==> config.mk <==
export PLATFORM = sky130hd
export DESIGN_NAME = element_op_seq_flat
export DESIGN_NICKNAME = d
export VERILOG_FILES = /design/src/rtl/element_op_seq_pkg.sv /design/src/rtl/element_op_seq_if.sv /design/src/rtl/element_op_seq_alu.sv /design/src/rtl/element_op_seq.sv /design/src/flat_wrapper.sv
export SDC_FILE = /design/constraint.sdc
export NUM_CORES = 2
export LEC_CHECK = 0
export BUFFER_PORTS_ARGS = -buffer_cell sky130_fd_sc_hd__buf_2
export CAP_MARGIN = 40
export CORE_AREA = 2 2 293 295
export DETAILED_ROUTE_END_ITERATION = 12
export DIE_AREA = 0 0 295 297
export PLACE_DENSITY = 0.83
export SYNTH_ARGS = -nofsm -noshare
export SYNTH_HDL_FRONTEND = slang
export SYNTH_SLANG_ARGS = --single-unit
==> constraint.sdc <==
create_clock -name clk -period 95.9 [get_ports clk]
set_input_delay 0 -clock clk [delete_from_list [all_inputs] [get_ports clk]]
set_output_delay 0 -clock clk [all_outputs]
set_load 0.01 [all_outputs]
==> src/rtl/element_op_seq_pkg.sv <==
// element_op_pkg - op/err codes, sequencer state type and default widths.
// Revision: 1.0
`default_nettype none

package element_op_pkg;

  localparam int WIDTH_BIT_DEF = 2;
  localparam int DATA_W_DEF    = 32;

  localparam logic [2:0] OP_ADD = 3'd0;
  localparam logic [2:0] OP_SUB = 3'd1;
  localparam logic [2:0] OP_MUL = 3'd2;
  localparam logic [2:0] OP_DIV = 3'd3;
  localparam logic [2:0] OP_MOD = 3'd4;

  localparam logic [1:0] ERR_OK   = 2'd0;
  localparam logic [1:0] ERR_SIZE = 2'd1;
  localparam logic [1:0] ERR_OP   = 2'd2;
  localparam logic [1:0] ERR_DIV0 = 2'd3;

  typedef enum logic [1:0] {
    ST_IDLE  = 2'd0,
    ST_RUN   = 2'd1,
    ST_DRAIN = 2'd2,
    ST_DONE  = 2'd3
  } state_t;

  function automatic logic op_legal(input logic [2:0] op);
    return (op <= OP_MOD);
  endfunction

endpackage

`default_nettype wire

==> src/rtl/element_op_seq_if.sv <==
// element_op_seq_if - command and matrix-store port bundle of the sequencer.
// Revision: 1.0
`default_nettype none

interface element_op_seq_if #(
  parameter int WIDTH_BIT = element_op_pkg::WIDTH_BIT_DEF,
  parameter int DATA_W    = element_op_pkg::DATA_W_DEF
);

  logic                          cmd_valid;
  logic                          cmd_ready;
  logic [2:0]                    cmd_op;
  logic [0:1][WIDTH_BIT-1:0]     cmd_size_a;
  logic [0:1][WIDTH_BIT-1:0]     cmd_size_b;

  logic                          rd_en;
  logic [WIDTH_BIT-1:0]          rd_row;
  logic [WIDTH_BIT-1:0]          rd_col;
  logic [DATA_W-1:0]             rd_a_data;
  logic [DATA_W-1:0]             rd_b_data;

  logic                          wr_en;
  logic [WIDTH_BIT-1:0]          wr_row;
  logic [WIDTH_BIT-1:0]          wr_col;
  logic [DATA_W-1:0]             wr_data;

  logic                          busy;
  logic                          done;
  logic [1:0]                    err_code;

  // master: the sequencer itself; slave: decoder plus matrix store.
  modport master (
    input  cmd_valid, cmd_op, cmd_size_a, cmd_size_b, rd_a_data, rd_b_data,
    output cmd_ready, rd_en, rd_row, rd_col, wr_en, wr_row, wr_col, wr_data,
           busy, done, err_code
  );

  modport slave (
    output cmd_valid, cmd_op, cmd_size_a, cmd_size_b, rd_a_data, rd_b_data,
    input  cmd_ready, rd_en, rd_row, rd_col, wr_en, wr_row, wr_col, wr_data,
           busy, done, err_code
  );

endinterface

`default_nettype wire

==> src/rtl/element_op_seq_alu.sv <==
// element_alu - combinational unsigned add/sub/mul/div/mod on one element.
// Revision: 1.0
`default_nettype none

module element_alu
  import element_op_pkg::*;
#(
  parameter int DATA_W = DATA_W_DEF
) (
  input  logic [DATA_W-1:0] a,
  input  logic [DATA_W-1:0] b,
  input  logic [2:0]        op,
  output logic [DATA_W-1:0] result,
  output logic              div0
);

  logic b_zero;

  assign b_zero = (b == '0);

  always_comb begin
    result = '0;
    div0   = 1'b0;
    case (op)
      OP_ADD: result = a + b;
      OP_SUB: result = a - b;
      OP_MUL: result = a * b;
      // Zero divisor substitutes: all-ones quotient, dividend as remainder.
      OP_DIV: begin
        div0   = b_zero;
        result = b_zero ? '1 : a / b;
      end
      OP_MOD: begin
        div0   = b_zero;
        result = b_zero ? a : a % b;
      end
      default: result = '0;
    endcase
  end

endmodule

`default_nettype wire

==> src/rtl/element_op_seq.sv <==
// element_op_seq - walks the active region row-major through one shared element ALU.
// Revision: 1.0. Optional macro ELEMENT_OP_DIV0_ABORT_EN stops at the first zero divisor.
`default_nettype none

module element_op_seq
  import element_op_pkg::*;
#(
  parameter int WIDTH_BIT = WIDTH_BIT_DEF,
  parameter int DATA_W    = DATA_W_DEF
) (
  input  logic              clk,
  input  logic              rst,
  element_op_seq_if.master  bus
);

  state_t               state;
  state_t               state_nxt;

  logic [2:0]           op_q;
  logic [WIDTH_BIT-1:0] rows;
  logic [WIDTH_BIT-1:0] cols;
  logic [WIDTH_BIT-1:0] row;
  logic [WIDTH_BIT-1:0] col;
  logic [WIDTH_BIT-1:0] wr_row_q;
  logic [WIDTH_BIT-1:0] wr_col_q;
  logic                 wr_pend;
  logic [1:0]           err_q;

  logic                 accept;
  logic                 size_ok;
  logic                 op_ok;
  logic                 last;
  logic                 rd_go;
  logic                 abort;
  logic [DATA_W-1:0]    alu_result;
  logic                 alu_div0;

  assign accept  = bus.cmd_valid && (state == ST_IDLE);
  assign size_ok = (bus.cmd_size_a == bus.cmd_size_b);
  assign op_ok   = op_legal(bus.cmd_op);
  assign last    = (row == rows) && (col == cols);

  // Operands arrive one cycle after the read, so the ALU always serves the pending write.
  element_alu #(
    .DATA_W (DATA_W)
  ) u_alu (
    .a      (bus.rd_a_data),
    .b      (bus.rd_b_data),
    .op     (op_q),
    .result (alu_result),
    .div0   (alu_div0)
  );

`ifdef ELEMENT_OP_DIV0_ABORT_EN
  assign abort = wr_pend && alu_div0;
`else
  assign abort = 1'b0;
`endif

  always_ff @(posedge clk or posedge rst) begin
    if (rst) begin
      state <= ST_IDLE;
    end else begin
      state <= state_nxt;
    end
  end

  always_comb begin
    state_nxt = state;
    rd_go     = 1'b0;
    case (state)
      ST_IDLE: begin
        if (accept) begin
          state_nxt = (size_ok && op_ok) ? ST_RUN : ST_DONE;
        end
      end
      ST_RUN: begin
        if (abort) begin
          state_nxt = ST_DONE;
        end else begin
          rd_go = 1'b1;
          if (last) begin
            state_nxt = ST_DRAIN;
          end
        end
      end
      ST_DRAIN: state_nxt = ST_DONE;
      ST_DONE:  state_nxt = ST_IDLE;
      default:  state_nxt = ST_IDLE;
    endcase
  end

  always_ff @(posedge clk or posedge rst) begin
    if (rst) begin
      op_q     <= OP_ADD;
      rows     <= '0;
      cols     <= '0;
      row      <= '0;
      col      <= '0;
      wr_row_q <= '0;
      wr_col_q <= '0;
      wr_pend  <= 1'b0;
      err_q    <= ERR_OK;
    end else begin
      wr_pend <= rd_go;
      if (rd_go) begin
        wr_row_q <= row;
        wr_col_q <= col;
        if (col == cols) begin
          col <= '0;
          row <= row + 1'b1;
        end else begin
          col <= col + 1'b1;
        end
      end
      if (accept) begin
        op_q <= bus.cmd_op;
        rows <= bus.cmd_size_a[0];
        cols <= bus.cmd_size_a[1];
        row  <= '0;
        col  <= '0;
        if (!size_ok) begin
          err_q <= ERR_SIZE;
        end else if (!op_ok) begin
          err_q <= ERR_OP;
        end else begin
          err_q <= ERR_OK;
        end
      end else if (wr_pend && alu_div0) begin
        // Sticky: once a zero divisor is seen the command reports it at done.
        err_q <= ERR_DIV0;
      end
    end
  end

  assign bus.cmd_ready = (state == ST_IDLE);
  assign bus.busy      = (state != ST_IDLE);
  assign bus.done      = (state == ST_DONE);
  assign bus.err_code  = err_q;

  assign bus.rd_en     = rd_go;
  assign bus.rd_row    = rd_go ? row : '0;
  assign bus.rd_col    = rd_go ? col : '0;

  assign bus.wr_en     = wr_pend && !abort;
  assign bus.wr_row    = bus.wr_en ? wr_row_q : '0;
  assign bus.wr_col    = bus.wr_en ? wr_col_q : '0;
  assign bus.wr_data   = bus.wr_en ? alu_result : '0;

endmodule

`default_nettype wire

==> src/flat_wrapper.sv <==
// flat-port wrapper written by rule: the top's interface ports become plain ports
module element_op_seq_flat import element_op_pkg::*;
#(
  parameter int WIDTH_BIT = WIDTH_BIT_DEF,
  parameter int DATA_W    = DATA_W_DEF
)
  (clk, rst, bus_cmd_valid, bus_cmd_op, bus_cmd_size_a, bus_cmd_size_b, bus_rd_a_data, bus_rd_b_data, bus_cmd_ready, bus_rd_en, bus_rd_row, bus_rd_col, bus_wr_en, bus_wr_row, bus_wr_col, bus_wr_data, bus_busy, bus_done, bus_err_code);
  element_op_seq_if #(.WIDTH_BIT(WIDTH_BIT), .DATA_W(DATA_W)) bus_i ();
  input  logic clk;
  input  logic rst;
  input wire logic [$bits(bus_i.cmd_valid)-1:0] bus_cmd_valid;
  input wire logic [$bits(bus_i.cmd_op)-1:0] bus_cmd_op;
  input wire logic [$bits(bus_i.cmd_size_a)-1:0] bus_cmd_size_a;
  input wire logic [$bits(bus_i.cmd_size_b)-1:0] bus_cmd_size_b;
  input wire logic [$bits(bus_i.rd_a_data)-1:0] bus_rd_a_data;
  input wire logic [$bits(bus_i.rd_b_data)-1:0] bus_rd_b_data;
  output wire logic [$bits(bus_i.cmd_ready)-1:0] bus_cmd_ready;
  output wire logic [$bits(bus_i.rd_en)-1:0] bus_rd_en;
  output wire logic [$bits(bus_i.rd_row)-1:0] bus_rd_row;
  output wire logic [$bits(bus_i.rd_col)-1:0] bus_rd_col;
  output wire logic [$bits(bus_i.wr_en)-1:0] bus_wr_en;
  output wire logic [$bits(bus_i.wr_row)-1:0] bus_wr_row;
  output wire logic [$bits(bus_i.wr_col)-1:0] bus_wr_col;
  output wire logic [$bits(bus_i.wr_data)-1:0] bus_wr_data;
  output wire logic [$bits(bus_i.busy)-1:0] bus_busy;
  output wire logic [$bits(bus_i.done)-1:0] bus_done;
  output wire logic [$bits(bus_i.err_code)-1:0] bus_err_code;
  assign bus_i.cmd_valid = bus_cmd_valid;
  assign bus_i.cmd_op = bus_cmd_op;
  assign bus_i.cmd_size_a = bus_cmd_size_a;
  assign bus_i.cmd_size_b = bus_cmd_size_b;
  assign bus_i.rd_a_data = bus_rd_a_data;
  assign bus_i.rd_b_data = bus_rd_b_data;
  assign bus_cmd_ready = bus_i.cmd_ready;
  assign bus_rd_en = bus_i.rd_en;
  assign bus_rd_row = bus_i.rd_row;
  assign bus_rd_col = bus_i.rd_col;
  assign bus_wr_en = bus_i.wr_en;
  assign bus_wr_row = bus_i.wr_row;
  assign bus_wr_col = bus_i.wr_col;
  assign bus_wr_data = bus_i.wr_data;
  assign bus_busy = bus_i.busy;
  assign bus_done = bus_i.done;
  assign bus_err_code = bus_i.err_code;
  element_op_seq #(.WIDTH_BIT(WIDTH_BIT), .DATA_W(DATA_W)) u_core (.clk(clk), .rst(rst), .bus(bus_i));
endmodule
==> impl_metrics.json <==
{
  "antenna_found_initial": 18,
  "relSlewSlack": 0.288,
  "nets": 8174,
  "numCtsBuffers": 3,
  "grt_pass1_vias": 53800,
  "die_height_um": 297,
  "worstPathArrival_ns": 82.36,
  "via_count": 56100,
  "hold_violations": 0,
  "coreArea_mm2": 0.0845,
  "cts-root-buf": "clkbuf_16",
  "drt_wl_total_mm": 223,
  "yosys_warnings": 0,
  "synth_top_area_frac": 0.172,
  "slew_viol_final": 0,
  "synth_xor_area_frac": 0.0866,
  "utilization": 0.622,
  "finalClockSkew_ns": 0.00618,
  "grt_use_total": 0.495,
  "max_cap_violations": 0,
  "place_hpwl_mm": 173,
  "post_cts_resized": 0,
  "path_class": "in -> out",
  "syn-instance-count": 7019,
  "drt-wirelength-per-cell_um": 27.4,
  "crit_buf_inv": 28,
  "p_per_area_mw_per_mm2": 35.9,
  "final_area_mm2": 0.0525,
  "grt_pass1_wl_mm": 330,
  "synthMuxAreaShare": 0.0191,
  "yosysTopAreaCell": "ha_1",
  "syn_area_mm2": 0.0504,
  "placed_cell_area_mm2": 0.0524,
  "end_kind": "output pin",
  "synthArstFlopShare": 1.00,
  "seqPwrFrac": 0.009,
  "cp_top_family": "compound AO/OA/AOI/OAI gates",
  "worst_pin_slew_ns": 1.06,
  "synth_seq_area_share": 0.00994,
  "ys_types": 116,
  "fmax_mhz": 12.1,
  "die_w_um": 295,
  "setup_violations": 0,
  "grt_overflow_total": 0,
  "synth_compound_area_frac": 0.249,
  "cts_max_path_buffers": 2,
  "clock_latency_ns": 0.26,
  "post_synth.cell_area_avg_um2": 7.17,
  "synth_flop_cell": "dfrtp_1",
  "period_share": 0.859,
  "synthTopCellsByCount": "981 x nand2_1, 691 x ha_1, 656 x inv_1",
  "swShare": 0.621,
  "required_ns": 95.90,
  "layout-drive-gt1-share": 0.0676,
  "synth.net_count": 8198,
  "startpoint_type": "input port",
  "cp_max_fo": 38,
  "min-delay-start": "bus_cmd_op[1]",
  "rows": 107,
  "cp_slowest_cell": "o32ai_1",
  "critPathLaunch": "bus_rd_b_data[8]",
  "outcome": "completed",
  "yosysMostFrequentCell": "nand2_1",
  "rsz0062_at_grt": "false",
  "synthAdderAreaFrac": 0.335,
  "reg2reg_from": "u_core.op_q[0]",
  "critPathMaxStageDelay_ns": 0.84,
  "htreeDepth": 1,
  "final_period_minus_worst_setup_slack_ns": 82.36,
  "crit_top_cell": "ha_1",
  "postRouteAntennaNets": 0,
  "leakage_nw": 25.4,
  "synth_enable_flop_cells": 0,
  "reg2reg_slack_ns": 93.83,
  "hold_path_class": "in -> reg",
  "clk_pin_slew_ns": 0.05,
  "start_util": 0.596,
  "syn_to_final_growth_pct": 4.36,
  "grt_max_degree": 39,
  "ios": 125,
  "io_buffer_count": 124,
  "pwr-share-comb": 0.985,
  "net-switching-power_w": 0.00117,
  "routabilityCongestion": 1.12,
  "setup_tns_ns": 0,
  "synth.ff_latch_count": 20,
  "clkPwrFrac": 0.006,
  "internal-power_w": 0.000717,
  "ir_drop_mv": 0.160,
  "first_pass_iters": 8,
  "die-area_mm2": 0.0876,
  "synth_top_family_by_area": "adder cells",
  "synth-simple-area-share": 0.228,
  "drc": 0,
  "cts_tree": "done",
  "viasPerCell": 6.88,
  "synth_area_leaders": "ha_1 17%, fa_1 16%, nand2_1 7.3%, xnor2_1 5.6%, a21oi_1 5.0%",
  "drt_iter0_drc": 7007,
  "cts.sinks": 20,
  "post-cts-setup-buffer-count": 0
}
-- registers in the layout, summed over array words and instances (netlist names) --
register and cells:
u_core.bus.err_code 2, u_core.bus.wr_en 1, u_core.col 2, u_core.cols 2, u_core.op_q 3, u_core.row 2, u_core.rows 2, u_core.state 2
u_core.wr_col_q 2, u_core.wr_row_q 2
-- layout make-up --
type                    instances  area, um^2
multi-input cells            6043       46300
fillers                      7893       31900
inverters                     660        2480
repair buffers                267        1700
well taps                    1144        1430
flip-flops and latches         20         500
clock buffers                   3        75.1
clock inverters                 1        30.0
diodes                         12        30.0
-- power groups by stage --
| stage | registers (W) | logic (W) | clock network [W] |
|---|---|---|---|
| global placement | 0.0000167 | 0.00170 | 0 |
| finish | 0.0000172 | 0.00186 | 0.0000116 |
| detailed placement | 0.0000169 | 0.00175 | 0 |
| global route | 0.0000175 | 0.00198 | 0.0000118 |
| floorplan | 0.0000145 | 0.00122 | 0 |
| CTS | 0.0000168 | 0.00177 | 0.0000116 |
-- final timing paths --
check / end / cells after the start
max: bus_wr_data[20] / 287
min: u_core.op_q[1] / 2
max reg2reg: u_core.bus.err_code[1] / 6
min reg2reg: u_core.wr_row_q[1] / 1
max in group asynchronous: u_core.cols[1] / 3
min in group asynchronous: u_core.wr_col_q[0] / 3
-- through the flow --
| stage | hold slack, ns | total power, W | std cells | setup slack, ns |
|---|---|---|---|---|
| finish | 0.0120 | 0.00189 | 8150 | 13.54 |
| global route | 0.0141 | 0.00201 | 8141 | 8.82 |
| CTS | 0.00793 | 0.00180 | 8134 | 16.53 |
| detailed placement | 0.179 | 0.00177 | 8128 | 16.74 |
| global placement | 0.152 | 0.00172 | 8117 | 16.54 |
| floorplan | -0.0362 | 0.00123 | 7019 | 27.11 |
-- cells by family after synthesis --
kind of cell | count (synthesis)
and+or+nand+nor | 2460
buffers and inverters | 956
adders and majority gates | 1101
DFF | 20
AOI/OAI and AO/OA | 1895
muxes | 89
xor gates and xnor gates | 498
-- worst reg2reg max path, stage by stage (launching register included) --
cell and delay, ns:
dfrtp_1 0.51, nor2_1 0.19, and2_1 0.57, o21ai_0 0.24, nor2_1 0.22, o21ai_0 0.12
o31ai_1 0.11
-- routing by layer --
layer  track usage  vias to the layer above  routed length (um)
met1         0.610                    26200               80800
met5       0.00388                        -                 184
met2         0.718                     4085               89600
li1              -                    24600                   -
met3         0.169                     1183               31700
met4         0.355                       16               20700
-- cells in the final DEF (no fill, tap or decap), drive strengths merged, types with 19 or more instances in the layout --
cell type,n
o31ai,57
dfrtp,20
a22oi,19
or2,56
a21oi,503
nand4,59
nand2,981
a211oi,56
nor2,573
xnor2,323
and2,132
o21a,146
inv,656
mux2,55
or3,71
o21ai,350
o21bai,59
fa,410
ha,691
a211o,24
nand3,131
nand2b,51
a21o,193
a31oi,85
and4,32
nor2b,43
xor2,175
mux2i,34
a21boi,32
buf,263
nor3,167
o22ai,30
o211ai,78
and3,48
nor4,48
a221oi,25
-- timing repair --
| item | 4_1_cts | 5_1_grt |
|---|---|---|
| setup endpoints to repair | 0 | 0 |
| hold buffers | 2 | 0 |
| endpoints found under the hold margin | 24 | 0 |
(Power assumes the default switching activity.)
